`config.mk`:
```
export PLATFORM = sky130hd
export DESIGN_NAME = byte_stripe_ctrl_flat
export DESIGN_NICKNAME = d
export VERILOG_FILES = /design/src/rtl/byte_stripe_ctrl_if.sv /design/src/rtl/byte_stripe_ctrl.sv /design/src/flat_wrapper.sv
export SDC_FILE = /design/constraint.sdc
export NUM_CORES = 1
export LEC_CHECK = 0
export BUFFER_PORTS_ARGS = -buffer_cell sky130_fd_sc_hd__buf_4
export CORE_MARGIN = 3
export CORE_UTILIZATION = 52
export CTS_BUF_LIST = sky130_fd_sc_hd__clkbuf_8
export DETAILED_ROUTE_END_ITERATION = 10
export PLACE_DENSITY = 0.81
export SETUP_SLACK_MARGIN = 0.15
export SLEW_MARGIN = 5
export SYNTH_ARGS = -nofsm -noshare
export SYNTH_HDL_FRONTEND = slang
export SYNTH_SLANG_ARGS = --single-unit
```
`constraint.sdc`:
```
create_clock -name clk -period 2.5 [get_ports clk]
set_clock_uncertainty 0.2 [all_clocks]
set_input_delay 0.5 -clock clk [delete_from_list [all_inputs] [get_ports clk]]
set_output_delay 0.5 -clock clk [all_outputs]
set_load 0.02 [all_outputs]
```
`src/rtl/byte_stripe_ctrl_if.sv`:
```
// rtl/byte_stripe_ctrl_if.sv - byte stream in, per-lane holding registers out, status
// master drives the byte stream and lane_ready; slave is the striper.
interface byte_stripe_ctrl_if #(
  parameter int NUM_LANES = 4
);
  logic [7:0]             in_data;
  logic                   in_valid;
  logic                   in_last;
  logic                   in_ready;
  logic [8*NUM_LANES-1:0] lane_data;
  logic [NUM_LANES-1:0]   lane_valid;
  logic [NUM_LANES-1:0]   lane_ready;
  logic [7:0]             frame_cnt;
  logic                   busy;

  modport master (
    output in_data, in_valid, in_last, lane_ready,
    input  in_ready, lane_data, lane_valid, frame_cnt, busy
  );

  modport slave (
    input  in_data, in_valid, in_last, lane_ready,
    output in_ready, lane_data, lane_valid, frame_cnt, busy
  );
endinterface

```
`src/rtl/byte_stripe_ctrl.sv`:
```
// rtl/byte_stripe_ctrl.sv - round-robin byte striper over NUM_LANES lanes
// BYTE_STRIPE_ALIGN_PAD_EN: pad short frames with PAD_BYTE so every frame ends on the last lane.
module byte_stripe_ctrl #(
  parameter int NUM_LANES = 4
`ifdef BYTE_STRIPE_ALIGN_PAD_EN
  , parameter logic [7:0] PAD_BYTE = 8'hF7
`endif
) (
  input  logic              clk,
  input  logic              reset,
  byte_stripe_ctrl_if.slave bus
);
  localparam int PW = (NUM_LANES > 2) ? $clog2(NUM_LANES) : 1;
  localparam logic [PW-1:0] LAST_LANE = PW'(NUM_LANES - 1);

`ifdef BYTE_STRIPE_ALIGN_PAD_EN
  typedef enum logic [1:0] {IDLE = 2'd0, STRIPE = 2'd1, PAD = 2'd2} state_e;
`else
  typedef enum logic [0:0] {IDLE = 1'b0, STRIPE = 1'b1} state_e;
`endif

  state_e               state_q, state_d;
  logic [PW-1:0]        ptr_q, ptr_d;
  logic [7:0]           lane_data_q [NUM_LANES];
  logic [7:0]           lane_data_d [NUM_LANES];
  logic [NUM_LANES-1:0] lane_valid_q, lane_valid_d;
  logic [7:0]           frame_cnt_q, frame_cnt_d;
  logic                 free;
  logic                 in_ready;
  logic                 accept;
  logic [PW-1:0]        ptr_inc;

  always_comb begin
    state_d      = state_q;
    ptr_d        = ptr_q;
    lane_data_d  = lane_data_q;
    // A reload below overrides the drain, so a same-cycle drain+load keeps valid high.
    lane_valid_d = lane_valid_q & ~bus.lane_ready;
    frame_cnt_d  = frame_cnt_q;

    free     = !lane_valid_q[ptr_q] | bus.lane_ready[ptr_q];
    ptr_inc  = (ptr_q == LAST_LANE) ? '0 : ptr_q + 1'b1;
    in_ready = !reset & free;
`ifdef BYTE_STRIPE_ALIGN_PAD_EN
    in_ready = in_ready & (state_q != PAD);
`endif
    accept = bus.in_valid & in_ready;

    if (accept) begin
      lane_data_d[ptr_q]  = bus.in_data;
      lane_valid_d[ptr_q] = 1'b1;
      ptr_d               = ptr_inc;
      if (bus.in_last) begin
        frame_cnt_d = frame_cnt_q + 8'd1;
        state_d     = IDLE;
`ifdef BYTE_STRIPE_ALIGN_PAD_EN
        if (ptr_q != LAST_LANE) state_d = PAD;
`endif
      end else begin
        state_d = STRIPE;
      end
    end
`ifdef BYTE_STRIPE_ALIGN_PAD_EN
    else if ((state_q == PAD) && free) begin
      lane_data_d[ptr_q]  = PAD_BYTE;
      lane_valid_d[ptr_q] = 1'b1;
      ptr_d               = ptr_inc;
      if (ptr_q == LAST_LANE) state_d = IDLE;
    end
`endif
  end

  always_ff @(posedge clk) begin
    if (reset) begin
      state_q      <= IDLE;
      ptr_q        <= '0;
      lane_valid_q <= '0;
      frame_cnt_q  <= '0;
      for (int i = 0; i < NUM_LANES; i++) lane_data_q[i] <= '0;
    end else begin
      state_q      <= state_d;
      ptr_q        <= ptr_d;
      lane_valid_q <= lane_valid_d;
      frame_cnt_q  <= frame_cnt_d;
      for (int i = 0; i < NUM_LANES; i++) lane_data_q[i] <= lane_data_d[i];
    end
  end

  for (genvar g = 0; g < NUM_LANES; g++) begin : g_lane
    assign bus.lane_data[8*g +: 8] = lane_data_q[g];
  end

  assign bus.in_ready   = in_ready;
  assign bus.lane_valid = lane_valid_q;
  assign bus.frame_cnt  = frame_cnt_q;
  assign bus.busy       = (state_q != IDLE) | (|lane_valid_q);
endmodule

```
`src/flat_wrapper.sv`:
```
// flat-port wrapper written by rule: the top's interface ports become plain ports
module byte_stripe_ctrl_flat 
#(
  parameter int NUM_LANES = 4

)
  (clk, reset, bus_in_data, bus_in_valid, bus_in_last, bus_lane_ready, bus_in_ready, bus_lane_data, bus_lane_valid, bus_frame_cnt, bus_busy);
  byte_stripe_ctrl_if #(.NUM_LANES(NUM_LANES)) bus_i ();
  input  logic clk;
  input  logic reset;
  input wire logic [$bits(bus_i.in_data)-1:0] bus_in_data;
  input wire logic [$bits(bus_i.in_valid)-1:0] bus_in_valid;
  input wire logic [$bits(bus_i.in_last)-1:0] bus_in_last;
  input wire logic [$bits(bus_i.lane_ready)-1:0] bus_lane_ready;
  output wire logic [$bits(bus_i.in_ready)-1:0] bus_in_ready;
  output wire logic [$bits(bus_i.lane_data)-1:0] bus_lane_data;
  output wire logic [$bits(bus_i.lane_valid)-1:0] bus_lane_valid;
  output wire logic [$bits(bus_i.frame_cnt)-1:0] bus_frame_cnt;
  output wire logic [$bits(bus_i.busy)-1:0] bus_busy;
  assign bus_i.in_data = bus_in_data;
  assign bus_i.in_valid = bus_in_valid;
  assign bus_i.in_last = bus_in_last;
  assign bus_i.lane_ready = bus_lane_ready;
  assign bus_in_ready = bus_i.in_ready;
  assign bus_lane_data = bus_i.lane_data;
  assign bus_lane_valid = bus_i.lane_valid;
  assign bus_frame_cnt = bus_i.frame_cnt;
  assign bus_busy = bus_i.busy;
  byte_stripe_ctrl #(.NUM_LANES(NUM_LANES)) u_core (.clk(clk), .reset(reset), .bus(bus_i));
endmodule
```
==> results of run 1 <==
-- layout make-up --
| class | count | area [um2] |
|---|---|---|
| clock inverters | 1 | 3.754 |
| clock buffers | 7 | 96.34 |
| inverters | 3 | 11.26 |
| multi-input cells | 143 | 918.4 |
| repair buffers | 66 | 495.5 |
| fillers | 290 | 944.7 |
| flip-flops and latches | 47 | 940.9 |
| well taps | 46 | 57.56 |
-- tightest hold or removal path, delay by kind of cell (launching register included) --
| family | cells | cell delay (ns) |
|---|---|---|
| flip-flops | 1 | 0.32 |
| multiplexers | 1 | 0.05 |
| AND/OR/NAND/NOR | 1 | 0.05 |
-- path summary, 6_finish.rpt --
kind | start | to | slack (ns) | cells after the start
max | u_core.ptr_q[0] | bus_in_ready | 0.24 | 4
min | u_core.bus.lane_data[31] | u_core.bus.lane_data[31] | 0.26 | 2
max reg2reg | u_core.ptr_q[0] | u_core.bus.lane_data[4] | 0.28 | 5
min reg2reg | u_core.bus.lane_data[31] | u_core.bus.lane_data[31] | 0.26 | 2
-- sequential cells by signal (all words and copies together), names as in the netlist --
signal	cells
u_core.bus.lane_data	32
u_core.bus.frame_cnt	8
u_core.bus.lane_valid	4
u_core.ptr_q	2
u_core.state_q	1
-- metal layers --
layer / track usage (%) / share of wire (%)
met1: 33.40 / 47
met2: 31.56 / 44
met3: 5.565 / 6.9
met4: 9.873 / 1.5
met5: 0 / 0
-- placed cells by master, fill, tap and decap left out, types with 4 or more instances in the layout --
| cell | Yosys | final |
|---|---|---|
| a21oi_1 | 7 | 7 |
| buf_4 | 0 | 66 |
| clkbuf_8 | 0 | 7 |
| dfxtp_1 | 47 | 47 |
| ha_1 | 5 | 5 |
| mux2i_1 | 9 | 9 |
| nand2_1 | 24 | 24 |
| nand2b_1 | 4 | 4 |
| nand3_1 | 4 | 4 |
| nor2b_1 | 5 | 5 |
| o211ai_1 | 24 | 24 |
| o21ai_1 | 27 | 27 |
| o31ai_1 | 5 | 5 |
| or3_1 | 6 | 6 |
-- stage by stage --
step,area [um2],power (W)
after global placement,2416,0.001018
after floorplan,1936,0.0009335
after global routing,2524,0.001562
final,2524,0.001498
after CTS,2524,0.001505
after detailed placement,2416,0.001021
-- kinds of logic (layout without fill, tap and decap cells) --
| logic type | after synthesis | after routing | synth area share (%) |
|---|---|---|---|
| multiplexers | 12 | 12 | 7.573 |
| flip-flops | 47 | 47 | 48.67 |
| AND/OR/NAND/NOR | 59 | 59 | 15.34 |
| buffers and inverters | 18 | 77 | 3.948 |
| AO/OA/AOI/OAI | 67 | 67 | 21.23 |
| adder cells (fa/ha/maj) | 5 | 5 | 3.236 |
-- what timing repair did --
action,in CTS,in global routing
buffers inserted,1,0
endpoints found under the setup margin,1,0
hold buffers,0,0
-- power breakdown --
group          internal, W  switching [W]
combinational    0.0000839       0.000131
sequential        0.000773      0.0000194
clock             0.000248       0.000243
total              0.00110       0.000393
==> results.py, run 1 <==
metrics = {
    "drt": {
        "finalWirelength_mm": 4.827,
        "drtIter0Drc": 160,
        "ant_nets": 0,
        "drt_first_pass_iters": 4,
        "vias": 1734,
        "wl_per_cell_um": 15.42,
        "drc": 0,
        "drt-vias-per-instance": 5.540,
    },
    "placement": {
        "dp_slack_ns": 0.1961,
        "port_buffers": 61,
        "dpl.hpwl_mm": 3.344,
        "dpl.cell_count": 304,
        "place.gp.congestion": 0.8194,
    },
    "die": {
        "die-area_mm2": 0.004485,
        "rows": 21,
        "coreArea_mm2": 0.003468,
        "die_h_um": 66.97,
        "pin_count": 62,
        "die_w_um": 66.97,
        "start_util_pct": 55.74,
    },
    "timing": {
        "fin_ws_ns": 0.2435,
        "finalSetupViolCount": 0,
        "hold_viol": 0,
        "tightest_slew_ns": 0.6076,
        "drv_slew": 0,
        "grt_setup_unrepaired": "false",
        "min_period_ns": 2.257,
        "relSlewSlack_pct": 59.49,
        "worst_hold_slack_ns": 0.2629,
        "post-route-period-util_pct": 90.26,
        "fmax_ghz": 0.4432,
        "setup_tns_ns": 0,
    },
    "synth": {
        "synth_fp_nets": 229,
        "ys.flop_type": "dfxtp_1",
        "avgSynthCellArea_um2": 9.294,
        "yosys_register_bits": 47,
        "netlist.top_cell.by_area": "dfxtp_1",
        "ys_warn_count": 0,
        "ys_top_cells_by_area": "dfxtp_1, o211ai_1, o21ai_1",
        "synth_async_sr_flop_share_pct": 0,
        "synth-edff-count": 0,
        "yosysMostFrequentCell": "dfxtp_1",
        "syn_inst": 208,
        "ys_seq_area_share_pct": 48.67,
        "ys_types": 28,
        "synth_common_cells": "dfxtp_1, o21ai_1, nand2_1, o211ai_1, clkbuf_1",
        "yosysTopAreaCellShare_pct": 48.67,
        "syn-cell-area_mm2": 0.001933,
    },
    "cts": {
        "cts_sinks": 47,
        "root_buffer": "clkbuf_8",
        "cts_htree_levels": 2,
        "clkLatencyLatePin_ns": 0.30,
        "cts_buffers": 5,
        "ctsResizeCount": 0,
        "clk_path_buf_depth": 2,
        "clk_pin_slew_ns": 0.08,
        "cts_tree": "yes",
    },
    "setup_path": {
        "cp_max_fo": 5,
        "cp.arrival_ns": 1.56,
        "cp-end-kind": "primary output",
        "crit_type": "flop to primary output",
        "cp.required_ns": 1.80,
        "worst_path_max_delay_cell": "mux4_2",
        "start_kind": "flop",
        "crit_family": "multiplexers",
        "path_buf_inv": 2,
        "max_stage_delay_ns": 0.54,
        "path_cells": "inv_2 > mux4_2 > nor2_2 > buf_4",
    },
    "finish": {
        "final_cell_count_no_fill": 313,
        "syn_to_final_growth_pct": 30.55,
        "fin_util_pct": 72.76,
        "finalNetCount": 287,
        "drive_gt1_share_pct": 28.84,
        "diodes": 0,
    },
    "grt": {
        "grt_pass1_wl_mm": 7.707,
        "grt_pass1_vias": 1564,
        "antenna_found_initial": 0,
        "track_usage_pct": 22.91,
        "grt_start_max_net_pins": 32,
        "grt-ovfl-total": 0,
    },
    "power_and_ir_drop": {
        "p_leak_nw": 1.025,
        "power.density_mw_per_mm2": 593.6,
        "vdd_ir_drop_max_v": 0.0003808,
    },
    "worst_hold_path": {
        "hp-class": "flop to flop",
    },
    "flow_run": {
        "cap_violations": 0,
    },
    "run_status": {
        "status": "finished, final reports clean",
    },
}
Power figures use the tool's default switching activity.
==> run 2, diff against run 1 <==
Settings changed: CELL_PAD_IN_SITES_DETAIL_PLACEMENT from default to 1, CELL_PAD_IN_SITES_GLOBAL_PLACEMENT from default to 1, CORE_UTILIZATION 52 to 38, PLACE_DENSITY 0.81 to default, PLACE_DENSITY_LB_ADDON from default to 0.1.
==> results.py, run 2 (synthesized netlist as in run 1, its figures left out) <==
metrics = {
    "run_status": {
        "status": "finished, final reports clean",
    },
    "drt": {
        "drt_first_pass_iters": 4,
        "drc": 0,
        "drt-vias-per-instance": 5.348,
        "finalWirelength_mm": 5.499,
        "ant_nets": 0,
        "drtIter0Drc": 73,
        "vias": 1781,
        "wl_per_cell_um": 16.51,
    },
    "die": {
        "coreArea_mm2": 0.004817,
        "start_util_pct": 40.13,
        "pin_count": 62,
        "die_h_um": 77.33,
        "die-area_mm2": 0.005979,
        "rows": 25,
        "die_w_um": 77.33,
    },
    "finish": {
        "n_fill_cell": 591,
        "syn_to_final_growth_pct": 32.17,
        "drive_gt1_share_pct": 29.32,
        "fin_util_pct": 53.04,
        "final_common_cell": "buf_4",
        "finalNetCount": 287,
        "layout_common_cells": "buf_4, dfxtp_1, o21ai_1, nand2_1, o211ai_1",
        "diodes": 0,
        "largest_register_ffs": 32,
    },
    "cts": {
        "cts_htree_levels": 2,
        "postCtsHoldBufs": 0,
        "cts_sinks": 47,
        "clkLatencyLatePin_ns": 0.30,
        "cts_tree": "yes",
        "clk_path_buf_depth": 2,
        "cts_buffers": 5,
        "clk_pin_slew_ns": 0.09,
        "root_buffer": "clkbuf_8",
    },
    "timing": {
        "drv_slew": 0,
        "worst_hold_slack_ns": 0.2673,
        "relSlewSlack_pct": 63.43,
        "setup_tns_ns": 0,
        "finalSetupViolCount": 0,
        "fmax_ghz": 0.4509,
        "post-route-period-util_pct": 88.72,
        "hold_viol": 0,
        "min_period_ns": 2.218,
        "tightest_slew_ns": 0.5485,
        "grt_setup_unrepaired": "false",
    },
    "power_and_ir_drop": {
        "vdd_ir_drop_max_v": 0.0003289,
        "p_leak_nw": 1.023,
        "power.density_mw_per_mm2": 583.3,
    },
    "placement": {
        "place.gp.congestion": 0.7393,
        "dpl.hpwl_mm": 3.922,
        "port_buffers": 61,
    },
    "grt": {
        "grt_pass1_vias": 1865,
        "track_usage_pct": 19.10,
        "antenna_found_initial": 0,
        "gr-usage-met2_pct": 33.33,
        "grt_start_max_net_pins": 45,
        "busiest_layer": "met2",
        "met1_usage_pct": 22.62,
        "grt_use_met3_pct": 5.516,
        "grt-ovfl-total": 0,
        "grt_pass1_wl_mm": 9.156,
    },
    "setup_path": {
        "cp.arrival_ns": 1.52,
        "cp_max_fo": 4,
        "start_kind": "flop",
        "cp.required_ns": 1.80,
        "cp-end-kind": "primary output",
        "crit_type": "flop to primary output",
    },
    "flow_run": {
        "cap_violations": 0,
    },
    "worst_hold_path": {
        "hp-class": "flop to flop",
    },
}
==> run 2: cell types whose count changed in the layout (fill, tap and decap cells not counted), sizes merged <==
cell	before	now
clkbuf	7	6
clkinv	1	2
inv	3	2
==> run 2: layout make-up <==
class	instances	area [um2]	area share, %
clock buffer	6	82.58	3.232
clock inverter	1	5.005	0.1959
inverter	3	11.26	0.4407
multi-input combinational	143	923.4	36.14
sequential	47	940.9	36.83
tap	67	83.83	3.281
timing repair buffer	66	508.0	19.88
==> run 2: final timing paths <==
check                                         startpoint                       end  slack [ns]  cells after the start
worst max-delay path            u_core.bus.lane_valid[3]              bus_in_ready        0.28                      4
worst min-delay path            u_core.bus.lane_data[27]  u_core.bus.lane_data[27]        0.27                      2
worst max register to register  u_core.bus.lane_valid[3]   u_core.bus.lane_data[4]        0.32                      5
worst min register to register  u_core.bus.lane_data[27]  u_core.bus.lane_data[27]        0.27                      2
==> run 2: report_power, final <==
| part | switching, W | internal (W) | total (W) | leakage [nW] |
|---|---|---|---|---|
| logic | 0.000134 | 0.0000884 | 0.000222 | 0.595 |
| clock network | 0.000259 | 0.000218 | 0.000477 | 0.0470 |
| registers | 0.0000188 | 0.000773 | 0.000791 | 0.381 |
| total | 0.000412 | 0.00108 | 0.00149 | 1.02 |
==> run 2: per-stage QoR <==
step	setup slack [ns]	instances	total power, W	cell area [um2]
after floorplan	0.2298	208	0.0009335	1936
after global placement	0.1861	324	0.001026	2447
after detailed placement	0.1924	324	0.001026	2447
after CTS	0.1990	332	0.001499	2542
after global routing	0.1885	333	0.001553	2555
final	0.2820	333	0.001490	2555
==> run 2: critical path, stage by stage (launching register included) <==
cell and delay, ns:
dfxtp_1 0.34, nor2b_1 0.15, mux4_2 0.49, nor2_2 0.10
buf_4 0.14
==> run 2: per-layer routing <==
layer | part of all wire [%] | vias up
met5 | 0 | -
met1 | 44 | 865
met2 | 50 | 42
met4 | 1.0 | 0
li1 | - | 870
met3 | 5.2 | 4
==> run 2: what timing repair did <==
item	CTS	global route
gates resized for setup	0	1
buffers inserted	1	1
endpoints found under the setup margin	1	12
==> run 3, diff against run 2 <==
Settings changed: ABC_CLOCK_PERIOD_IN_PS from default to 2500, BUFFER_PORTS_ARGS -buffer_cell sky130_fd_sc_hd__buf_4 to default, CORE_UTILIZATION 38 to 48, DONT_BUFFER_PORTS from default to 1.
==> results.py, run 3 (synthesized netlist as in run 1, its figures left out) <==
metrics = {
    "run_status": {
        "status": "finished, final reports clean",
    },
    "setup_path": {
        "crit_type": "flop to primary output",
        "cp.arrival_ns": 1.62,
        "ff2ff_setup_slack_ns": 0.26,
        "cp_max_fo": 6,
        "start_kind": "flop",
        "cp.required_ns": 1.80,
        "cp-end-kind": "primary output",
    },
    "finish": {
        "fin_util_pct": 57.20,
        "finalNetCount": 229,
        "final_cell_count_no_fill": 257,
        "largest_register_ffs": 32,
        "n_fill_cell": 427,
        "final_common_cell": "dfxtp_1",
        "syn_to_final_growth_pct": 11.59,
        "diodes": 0,
        "layout_common_cells": "dfxtp_1, o21ai_1, nand2_1, o211ai_1, mux2i_1",
        "drive_gt1_share_pct": 10.05,
    },
    "placement": {
        "place.gp.congestion": 0.7806,
        "port_buffers": 0,
        "dpl.hpwl_mm": 3.619,
        "dpl.cell_count": 247,
        "dp_slack_ns": 0.1730,
    },
    "power_and_ir_drop": {
        "vdd_ir_drop_max_v": 0.0004140,
        "p_total_w": 0.001616,
        "power.density_mw_per_mm2": 749.3,
        "p_leak_nw": 0.7504,
    },
    "timing": {
        "relSlewSlack_pct": 34.43,
        "fmax_ghz": 0.4304,
        "hold_viol": 0,
        "min_period_ns": 2.324,
        "fin_ws_ns": 0.1764,
        "setup_tns_ns": 0,
        "tightest_slew_ns": 0.9776,
        "drv_slew": 0,
        "finalSetupViolCount": 0,
        "grt_setup_unrepaired": "true",
        "post-route-period-util_pct": 92.94,
    },
    "drt": {
        "drt_first_pass_iters": 4,
        "drt-vias-per-instance": 6.183,
        "ant_nets": 0,
        "drtIter0Drc": 52,
        "vias": 1589,
        "finalWirelength_mm": 5.331,
        "wl_per_cell_um": 20.74,
        "drc": 0,
    },
    "cts": {
        "clkLatencyLatePin_ns": 0.29,
        "cts_htree_levels": 2,
        "clk_pin_slew_ns": 0.09,
        "cts_tree": "yes",
        "cts_buffers": 5,
        "clk_path_buf_depth": 2,
        "root_buffer": "clkbuf_8",
        "cts_sinks": 47,
        "postCtsHoldBufs": 0,
    },
    "grt": {
        "grt_pass1_wl_mm": 8.866,
        "grt-ovfl-total": 0,
        "track_usage_pct": 22.75,
        "antenna_found_initial": 0,
        "grt_pass1_vias": 1681,
        "grt_start_max_net_pins": 38,
    },
    "die": {
        "die-area_mm2": 0.004825,
        "coreArea_mm2": 0.003771,
        "die_w_um": 69.46,
        "die_h_um": 69.46,
        "rows": 22,
        "pin_count": 62,
        "start_util_pct": 51.26,
    },
    "worst_hold_path": {
        "hp-class": "input port to flop",
    },
    "flow_run": {
        "cap_violations": 0,
    },
}
run 3: final cells by class:
cell class	count	area (um2)	share of cell area, %
Clock buffer	5	68.82	3.190
Clock inverter	3	63.81	2.958
Inverter	3	11.26	0.5220
Multi-Input combinational cell	144	959.7	44.49
Sequential cell	47	940.9	43.62
Tap cell	48	60.06	2.784
Timing Repair Buffer	7	52.55	2.436
run 3: critical path: stages, from the launching register on:
cell	delay, ns
dfxtp_1	0.36
inv_2	0.16
mux4_2	0.57
nor2_2	0.23
run 3: metrics by stage:
step	hold slack [ns]	area, um2
2_1_floorplan	0.2846	1936
3_3_place_gp	0.3229	1976
3_5_place_dp	0.3146	1976
4_1_cts	0.06067	2142
5_1_grt	0.05102	2157
6_report	0.06550	2157
run 3: power by group:
part | leakage (nW) | internal, W | switching, W
clock | 0.0695 | 0.000396 | 0.000260
combinational | 0.300 | 0.0000478 | 0.000100
sequential | 0.381 | 0.000773 | 0.0000398
run 3: worst paths after layout:
check / end / start / cells past startpoint
setup / recovery: bus_in_ready / u_core.ptr_q[0] / 3
setup reg to reg: u_core.bus.frame_cnt[4] / u_core.ptr_q[0] / 5
hold / removal: u_core.bus.frame_cnt[5] / reset / 1
hold reg to reg: u_core.state_q / u_core.state_q / 2
run 3: routing by layer:
metal	up-vias	part of all wire, %	wire, um	track usage (%)
met5	-	0	0	0
met4	0	2.8	147	9.328
met1	761	40	2134	26.38
li1	758	-	-	-
met3	13	7.4	393	7.681
met2	57	50	2655	38.24
run 3: timing repair:
action                                  CTS  global route
hold endpoints to repair                  0             0
endpoints found under the setup margin    1             8
resized for setup                         0             3
setup buffers                             1             0
gates cloned                              1             0
